`src/rtl/hazard_ctrl_if.sv`:
```
// Hazard controller bundle: decode/EX hazard inputs plus pipeline controls.
// master drives the pipeline inputs, slave (the controller) drives controls and counters.
interface hazard_ctrl_if #(
    parameter int CNT_W = 16
);
    logic [4:0]       IFID_Rs;
    logic [4:0]       IFID_Rt;
    logic             IFID_UsesRt;
    logic             IDEX_MemRead;
    logic [4:0]       IDEX_Rt;
    logic             BranchTaken;
    logic             MulIssue;
    logic             CntClear;
    logic             PCWrite;
    logic             IFID_Stall;
    logic             IFID_Flush;
    logic             IDEX_Bubble;
    logic [CNT_W-1:0] StallCount;
    logic [CNT_W-1:0] FlushCount;
    logic [1:0]       State;

    modport master (
        output IFID_Rs, IFID_Rt, IFID_UsesRt, IDEX_MemRead, IDEX_Rt,
        output BranchTaken, MulIssue, CntClear,
        input  PCWrite, IFID_Stall, IFID_Flush, IDEX_Bubble,
        input  StallCount, FlushCount, State
    );

    modport slave (
        input  IFID_Rs, IFID_Rt, IFID_UsesRt, IDEX_MemRead, IDEX_Rt,
        input  BranchTaken, MulIssue, CntClear,
        output PCWrite, IFID_Stall, IFID_Flush, IDEX_Bubble,
        output StallCount, FlushCount, State
    );
endinterface

```
`src/rtl/hazard_ctrl.sv`:
```
// Pipeline hazard controller: load-use stall, taken-branch flush, mul/div wait.
// Ports: Clk, Reset (async active-low), bus (hazard_ctrl_if.slave).
module hazard_ctrl #(
    parameter int MUL_LATENCY = 4,
    parameter int CNT_W       = 16
) (
    input  logic          Clk,
    input  logic          Reset,
    hazard_ctrl_if.slave  bus
);
    typedef enum logic [1:0] {
        RUN      = 2'd0,
        MUL_WAIT = 2'd1
    } state_e;

    localparam int WAIT_W = (MUL_LATENCY > 2) ? $clog2(MUL_LATENCY) : 1;
    localparam logic [WAIT_W-1:0] WAIT_INIT = WAIT_W'(MUL_LATENCY - 2);

    state_e            state_q, state_d;
    logic [WAIT_W-1:0] wait_q, wait_d;
    logic [CNT_W-1:0]  stall_cnt_q, stall_cnt_d;
    logic [CNT_W-1:0]  flush_cnt_q, flush_cnt_d;

    logic lu;
    logic pc_write, ifid_stall, ifid_flush, idex_bubble;

    assign lu = bus.IDEX_MemRead && (bus.IDEX_Rt != 5'd0) &&
                ((bus.IDEX_Rt == bus.IFID_Rs) ||
                 (bus.IFID_UsesRt && (bus.IDEX_Rt == bus.IFID_Rt)));

    always_comb begin
        state_d     = state_q;
        wait_d      = wait_q;
        pc_write    = 1'b1;
        ifid_stall  = 1'b0;
        ifid_flush  = 1'b0;
        idex_bubble = 1'b0;
        case (state_q)
            RUN: begin
                if (bus.BranchTaken) begin
                    // Wrong-path hazards and issues are dropped with the flush.
                    ifid_flush  = 1'b1;
                    idex_bubble = 1'b1;
                end else if (lu) begin
                    pc_write    = 1'b0;
                    ifid_stall  = 1'b1;
                    idex_bubble = 1'b1;
                end else if (bus.MulIssue) begin
                    // The op itself advances this cycle; stalls start next cycle.
                    state_d = MUL_WAIT;
                    wait_d  = WAIT_INIT;
                end
            end
            MUL_WAIT: begin
                pc_write    = 1'b0;
                ifid_stall  = 1'b1;
                idex_bubble = 1'b1;
                if (wait_q == '0) begin
                    state_d = RUN;
                end else begin
                    wait_d = wait_q - 1'b1;
                end
            end
            default: begin
                state_d = RUN;
                wait_d  = '0;
            end
        endcase
        // Reset overrides everything so the pipeline fills with bubbles.
        if (!Reset) begin
            pc_write    = 1'b0;
            ifid_stall  = 1'b0;
            ifid_flush  = 1'b1;
            idex_bubble = 1'b1;
        end
    end

    always_comb begin
        stall_cnt_d = stall_cnt_q;
        flush_cnt_d = flush_cnt_q;
        if (bus.CntClear) begin
            stall_cnt_d = '0;
            flush_cnt_d = '0;
        end else begin
            if (ifid_stall && !(&stall_cnt_q)) begin
                stall_cnt_d = stall_cnt_q + 1'b1;
            end
            if (ifid_flush && !(&flush_cnt_q)) begin
                flush_cnt_d = flush_cnt_q + 1'b1;
            end
        end
    end

    always_ff @(posedge Clk or negedge Reset) begin
        if (!Reset) begin
            state_q     <= RUN;
            wait_q      <= '0;
            stall_cnt_q <= '0;
            flush_cnt_q <= '0;
        end else begin
            state_q     <= state_d;
            wait_q      <= wait_d;
            stall_cnt_q <= stall_cnt_d;
            flush_cnt_q <= flush_cnt_d;
        end
    end

    assign bus.PCWrite     = pc_write;
    assign bus.IFID_Stall  = ifid_stall;
    assign bus.IFID_Flush  = ifid_flush;
    assign bus.IDEX_Bubble = idex_bubble;
    assign bus.StallCount  = stall_cnt_q;
    assign bus.FlushCount  = flush_cnt_q;
    assign bus.State       = state_q;
endmodule

```
`src/flat_wrapper.sv`:
```
// flat-port wrapper written by rule: the top's interface ports become plain ports
module hazard_ctrl_flat 
#(
    parameter int MUL_LATENCY = 4,
    parameter int CNT_W       = 16
)
  (Clk, Reset, bus_IFID_Rs, bus_IFID_Rt, bus_IFID_UsesRt, bus_IDEX_MemRead, bus_IDEX_Rt, bus_BranchTaken, bus_MulIssue, bus_CntClear, bus_PCWrite, bus_IFID_Stall, bus_IFID_Flush, bus_IDEX_Bubble, bus_StallCount, bus_FlushCount, bus_State);
  hazard_ctrl_if #(.CNT_W(CNT_W)) bus_i ();
  input  logic Clk;
  input  logic Reset;
  input wire logic [$bits(bus_i.IFID_Rs)-1:0] bus_IFID_Rs;
  input wire logic [$bits(bus_i.IFID_Rt)-1:0] bus_IFID_Rt;
  input wire logic [$bits(bus_i.IFID_UsesRt)-1:0] bus_IFID_UsesRt;
  input wire logic [$bits(bus_i.IDEX_MemRead)-1:0] bus_IDEX_MemRead;
  input wire logic [$bits(bus_i.IDEX_Rt)-1:0] bus_IDEX_Rt;
  input wire logic [$bits(bus_i.BranchTaken)-1:0] bus_BranchTaken;
  input wire logic [$bits(bus_i.MulIssue)-1:0] bus_MulIssue;
  input wire logic [$bits(bus_i.CntClear)-1:0] bus_CntClear;
  output wire logic [$bits(bus_i.PCWrite)-1:0] bus_PCWrite;
  output wire logic [$bits(bus_i.IFID_Stall)-1:0] bus_IFID_Stall;
  output wire logic [$bits(bus_i.IFID_Flush)-1:0] bus_IFID_Flush;
  output wire logic [$bits(bus_i.IDEX_Bubble)-1:0] bus_IDEX_Bubble;
  output wire logic [$bits(bus_i.StallCount)-1:0] bus_StallCount;
  output wire logic [$bits(bus_i.FlushCount)-1:0] bus_FlushCount;
  output wire logic [$bits(bus_i.State)-1:0] bus_State;
  assign bus_i.IFID_Rs = bus_IFID_Rs;
  assign bus_i.IFID_Rt = bus_IFID_Rt;
  assign bus_i.IFID_UsesRt = bus_IFID_UsesRt;
  assign bus_i.IDEX_MemRead = bus_IDEX_MemRead;
  assign bus_i.IDEX_Rt = bus_IDEX_Rt;
  assign bus_i.BranchTaken = bus_BranchTaken;
  assign bus_i.MulIssue = bus_MulIssue;
  assign bus_i.CntClear = bus_CntClear;
  assign bus_PCWrite = bus_i.PCWrite;
  assign bus_IFID_Stall = bus_i.IFID_Stall;
  assign bus_IFID_Flush = bus_i.IFID_Flush;
  assign bus_IDEX_Bubble = bus_i.IDEX_Bubble;
  assign bus_StallCount = bus_i.StallCount;
  assign bus_FlushCount = bus_i.FlushCount;
  assign bus_State = bus_i.State;
  hazard_ctrl #(.MUL_LATENCY(MUL_LATENCY), .CNT_W(CNT_W)) u_core (.Clk(Clk), .Reset(Reset), .bus(bus_i));
endmodule
```
`config.mk`:
```
export PLATFORM = sky130hd
export DESIGN_NAME = hazard_ctrl_flat
export DESIGN_NICKNAME = d
export VERILOG_FILES = /design/src/rtl/hazard_ctrl_if.sv /design/src/rtl/hazard_ctrl.sv /design/src/flat_wrapper.sv
export SDC_FILE = /design/constraint.sdc
export NUM_CORES = 1
export LEC_CHECK = 0
export ABC_AREA = 0
export CAP_MARGIN = 10
export CORE_MARGIN = 2
export CORE_UTILIZATION = 35
export DETAILED_ROUTE_END_ITERATION = 6
export GPL_TIMING_DRIVEN = 0
export PLACE_DENSITY = 0.71
export SYNTH_ARGS = -nofsm -noshare
export SYNTH_HDL_FRONTEND = slang
export SYNTH_SLANG_ARGS = --single-unit
```
`constraint.sdc`:
```
create_clock -name Clk -period 2.7 [get_ports Clk]
set_input_delay 0.405 -clock Clk [delete_from_list [all_inputs] [get_ports Clk]]
set_output_delay 0.405 -clock Clk [all_outputs]
set_load 0.01 [all_outputs]
```
# Yosys cells after proc, flatten, opt, wreduce, memory -nomap -nowiden
# Cells that the tools add are included.
# word_totals
register_bits,36
input_bits,22
output_inout_bits,38
word_cells,60
# op_classes
addsub,3
eq_ne,8
n_mux,28
n_reduce_logical,17
# ops
operator,n
16-bit 2-to-1 mux,4
16-bit by 1-bit adder with 16-bit output (second input constant),2
16-bit AND reduction,2
2-bit 2-to-1 mux,8
1-bit 2-to-1 mux,11
5-bit == test,2
2-bit != test (second input constant),4
2-bit one-hot mux with 2 select lines,2
4-bit AND reduction,2
1-bit one-hot mux with 2 select lines,3
1-bit logical AND,5
5-bit nonzero test,1
2-bit zero test,2
2-bit nonzero test,2
2-bit by 1-bit == test with 1-bit output (second input constant),1
1-bit zero test,2
2-bit by 1-bit != test with 1-bit output (second input constant),1
2-bit by 1-bit subtractor with 2-bit output (second input constant),1
1-bit logical OR,1

# Longest topological paths before layout
# depth
depth_word,11
ltp_mapped,10
ltp_nobuf,7

# Least setup slack after synthesis
# OpenSTA, ideal clock, no wires.
# synth_path
path_type,reg-to-reg
from,register u_core.stall_cnt_q[0] (netlist: u_core.bus.StallCount[0])
to,register u_core.stall_cnt_q[14] (netlist: u_core.bus.StallCount[14])
setup_time_ns,0.078
arrival_ns,2.081
required_ns,2.622
setup_slack_ns,0.541
stages_incl_launch_ff,10
n_path_buf,2
period_less_slack_ns,2.159
cell_sequence,dfrtp_1 ha_1 clkbuf_1 and2_0 and4_4 a221oi_2 nand2_2 buf_6 or3_1 a21oi_1
# synth_via
elab_chain_len,4
word_cells_on_any_way,7
cone_classes,1 x add/sub; 2 x mux; 4 x reduce/logical
# synth_rtl
element,line_no,rtl
from (decl),hazard_ctrl.sv:21,"logic [CNT_W-1:0] stall_cnt_q, stall_cnt_d;"
from (signal assigned),hazard_ctrl.sv:103,stall_cnt_q <= stall_cnt_d;
"parallel branches: the longest is 4 deep, another holds 16-bit by 1-bit adder with 16-bit output",-,
# Parallel ways; which one is timed is not known. The select of a mux whose other input is x is not followed.
# A chain may end at the register's enable or synchronous reset.

# Worst setup path after layout
# layout_path
from,input port bus_IDEX_Rt[3]
to,output port bus_IDEX_Bubble
# layout_via
elab_chain_len,8
word_cells_on_any_way,11
cone_classes,2 x eq/ne; 4 x mux; 5 x reduce/logical
# layout_rtl
element,line_no,rtl
from (decl),flat_wrapper.sv:15,input wire logic [$bits(bus_i.IDEX_Rt)-1:0] bus_IDEX_Rt;
5-bit == test,hazard_ctrl.sv:29,(bus.IFID_UsesRt && (bus.IDEX_Rt == bus.IFID_Rt)));
1-bit logical AND,hazard_ctrl.sv:29,
1-bit logical OR,hazard_ctrl.sv:28,((bus.IDEX_Rt == bus.IFID_Rs) ||
1-bit logical AND *,hazard_ctrl.sv:27,assign lu = bus.IDEX_MemRead && (bus.IDEX_Rt != 5'd0) &&
1-bit 2-to-1 mux *,hazard_ctrl.sv:44,end else if (lu) begin
1-bit 2-to-1 mux *,hazard_ctrl.sv:40,if (bus.BranchTaken) begin
1-bit one-hot mux with 2 select lines *,hazard_ctrl.sv:38,case (state_q)
1-bit 2-to-1 mux *,hazard_ctrl.sv:70,if (!Reset) begin
to (decl),flat_wrapper.sv:22,output wire logic [$bits(bus_i.IDEX_Bubble)-1:0] bus_IDEX_Bubble;
# Every way passes the cells marked *; elsewhere a longest branch is shown, timed or not.

==> results.cfg <==
[synth]
ys_ff_latch = 35
synth_fp_nets = 251
seq_area_frac_synth_pct = 42.4
synth_edf_count = 0
synth.yosys.warnings = 0
syn_area_um2 = 2070
async_flop_share_pct = 100
postSynthCellCount = 226
avgSynthCellArea_um2 = 9.15
ys.flop_type = dfrtp_1
synthDistinctLibCells = 45

[setup_path]
critPathKind = in2out
setup.worst_path.start_class = primary input
endpoint_kind = output pin
required_ps = 2300
crit_fanout = 3
cp.arrival_ps = 2230

[cts]
clockBufferDepth = 2
cts_made_buffers = 5
clk_pin_slew_ps = 70
cts_tree = done
clock_latency_ps = 290
clock_sinks = 35
root_buffer = clkbuf_8
hold_buffers = 0
htreeDepth = 2

[drt]
firstDrtPassIters = 4
ant_nets = 0
num_vias = 1891
wl_per_cell_um = 14.1
wl_um = 5120
route.detailed.drc = 0
drt-initial-drc-count = 64
vias_per_cell = 5.20

[timing]
slew_headroom_pct = 44.5
fin_worst_skew_ps = 5.64
rsz0062_at_grt = no
fin_crit_ps = 2640
final-hold-violation-count = 0
setup_viol = 0
drv_slew = 0
timing.fmax_mhz = 379
worstMarginPinSlew_ps = 833
finalWorstSetupSlack_ps = 60.5
fin_crit_sh_pct = 97.8
fin_hold_ws_ps = 211

[place]
place_inst = 355
pre_cts_slack_ps = -445
gp_congestion = 0.757
place_hpwl_um = 3660
io_buffer_count = 57

[cells_and_area]
final_common_cell = clkdlybuf4s50_1
final_cells = 364
n_antenna_cell = 0
drive_gt1_share_pct = 9.25
final_cell_mix = 52 x clkdlybuf4s50_1, 35 x dfrtp_1, 22 x nor2_1
synthToLayoutAreaGrowth_pct = 38.3
finalNetCount = 316

[global_route]
grt_pass1_vias = 1867
antenna_found_initial = 0
grt_max_degree = 39
grt_pass1_wl_um = 8470
grtUsageTotal_pct = 16.6
globalRouteOverflowTotal = 0

[power_and_ir_drop]
vdd_drop_max_uv = 306
p_leak_uw = 0.00115
pwr_density_cell_nw_per_um2 = 523
finalPower_uw = 1500

[floorplan]
dieArea_um2 = 6540
num_rows = 27
io_pins = 60
core_area_um2 = 5610
initial_core_util_pct = 36.9
die_y_um = 80.9
fp.dieW_um = 80.9

[run]
maxCapViolations = 0

[status]
status = finished, final reports clean

[hold_path]
hold_path.class = in2async
[cell families after synthesis]
kind of cell	count (synthesis)	synth area share, %
DFF	35	42.4
other	1	0.181
buffers and inverters	17	4.24
and+or+nand+nor	102	26.0
adders and majority gates	3	1.82
AOI/OAI and AO/OA	40	13.3
xor gates and xnor gates	25	10.6
muxes	3	1.51
[worst max-delay path, stage by stage]
cell and delay (ps):
clkdlybuf4s50_1 470, or4_4 550, o21a_4 240, a21oi_4 160, and2_1 170, nand2_1 60
buf_2 180
[sequential cells by signal, summed over array words and instances, names as in the netlist]
signal,flops
u_core.bus.FlushCount,16
u_core.wait_q,2
u_core.bus.StallCount,16
u_core.bus.State,1
[path summary, 6_finish.rpt]
path,to,startpoint,cells past startpoint,slack [ps]
worst max-delay path,bus_IDEX_Bubble,bus_IDEX_Rt[3],7,60
worst min-delay path,u_core.bus.StallCount[8],Reset,1,210
worst max register to register,u_core.bus.StallCount[7],u_core.bus.StallCount[0],9,300
worst min register to register,u_core.wait_q[0],u_core.wait_q[0],1,510
max in group asynchronous,u_core.bus.FlushCount[3],Reset,1,1970
min in group Clk,u_core.wait_q[0],u_core.wait_q[0],1,510
[layout make-up]
class	instances	area [um2]
plain buffers	10	61.3
inverters	7	26.3
repair buffers	58	564
multi-input cells	174	1120
clock buffers	6	82.6
fillers	560	2750
flip-flops and latches	35	876
clock inverters	2	35.0
well taps	72	90.1
[cell usage after synthesis, drive strengths merged, types with 3 or more instances]
master,n,share of area (%)
buf,6,2.2
and2,6,1.9
and3,9,2.7
nor2,22,4.0
inv,7,1.3
or3,13,3.9
nand2,19,3.6
clkbuf,4,0.73
or4,3,1.1
and4,4,1.8
a21oi,14,3.6
nand3,14,3.4
nand4,6,1.8
ha,3,1.8
o21ai,15,3.6
dfrtp,35,42
xnor2,14,5.9
xor2,11,4.7
[routing by layer]
metal	wire [um]	global-route usage (%)	part of all wire [%]	up-vias
li1	-	-	-	927
met1	2360	21.2	46	914
met2	2390	27.5	47	43
met3	315	4.33	6.2	7
met4	56	5.42	1.1	0
met5	0	0	0	-
[where the power goes]
group	internal [uW]	leakage [uW]	switching, uW
logic	194	0.000613	206
clock network	299	0.0000612	200
registers	561	0.000479	35.7
[per-stage QoR]
stage                     area (um2)  utilization, %  TNS [ps]
after CTS                       2850            50.8         0
after global routing            2860            51.0         0
final                           2860            51.0         0
after global placement          2730            48.6    -29940
after detailed placement        2720            48.5     -1010
after floorplan                 2070               -         0
[timing repair]
| action | CTS | global route |
|---|---|---|
| setup endpoints to repair | 3 | 1 |
| gates resized for setup | 9 | 1 |
| pin swaps | 2 | 0 |
| setup buffers | 1 | 0 |
No activity file was read; power rests on OpenSTA's default activity.
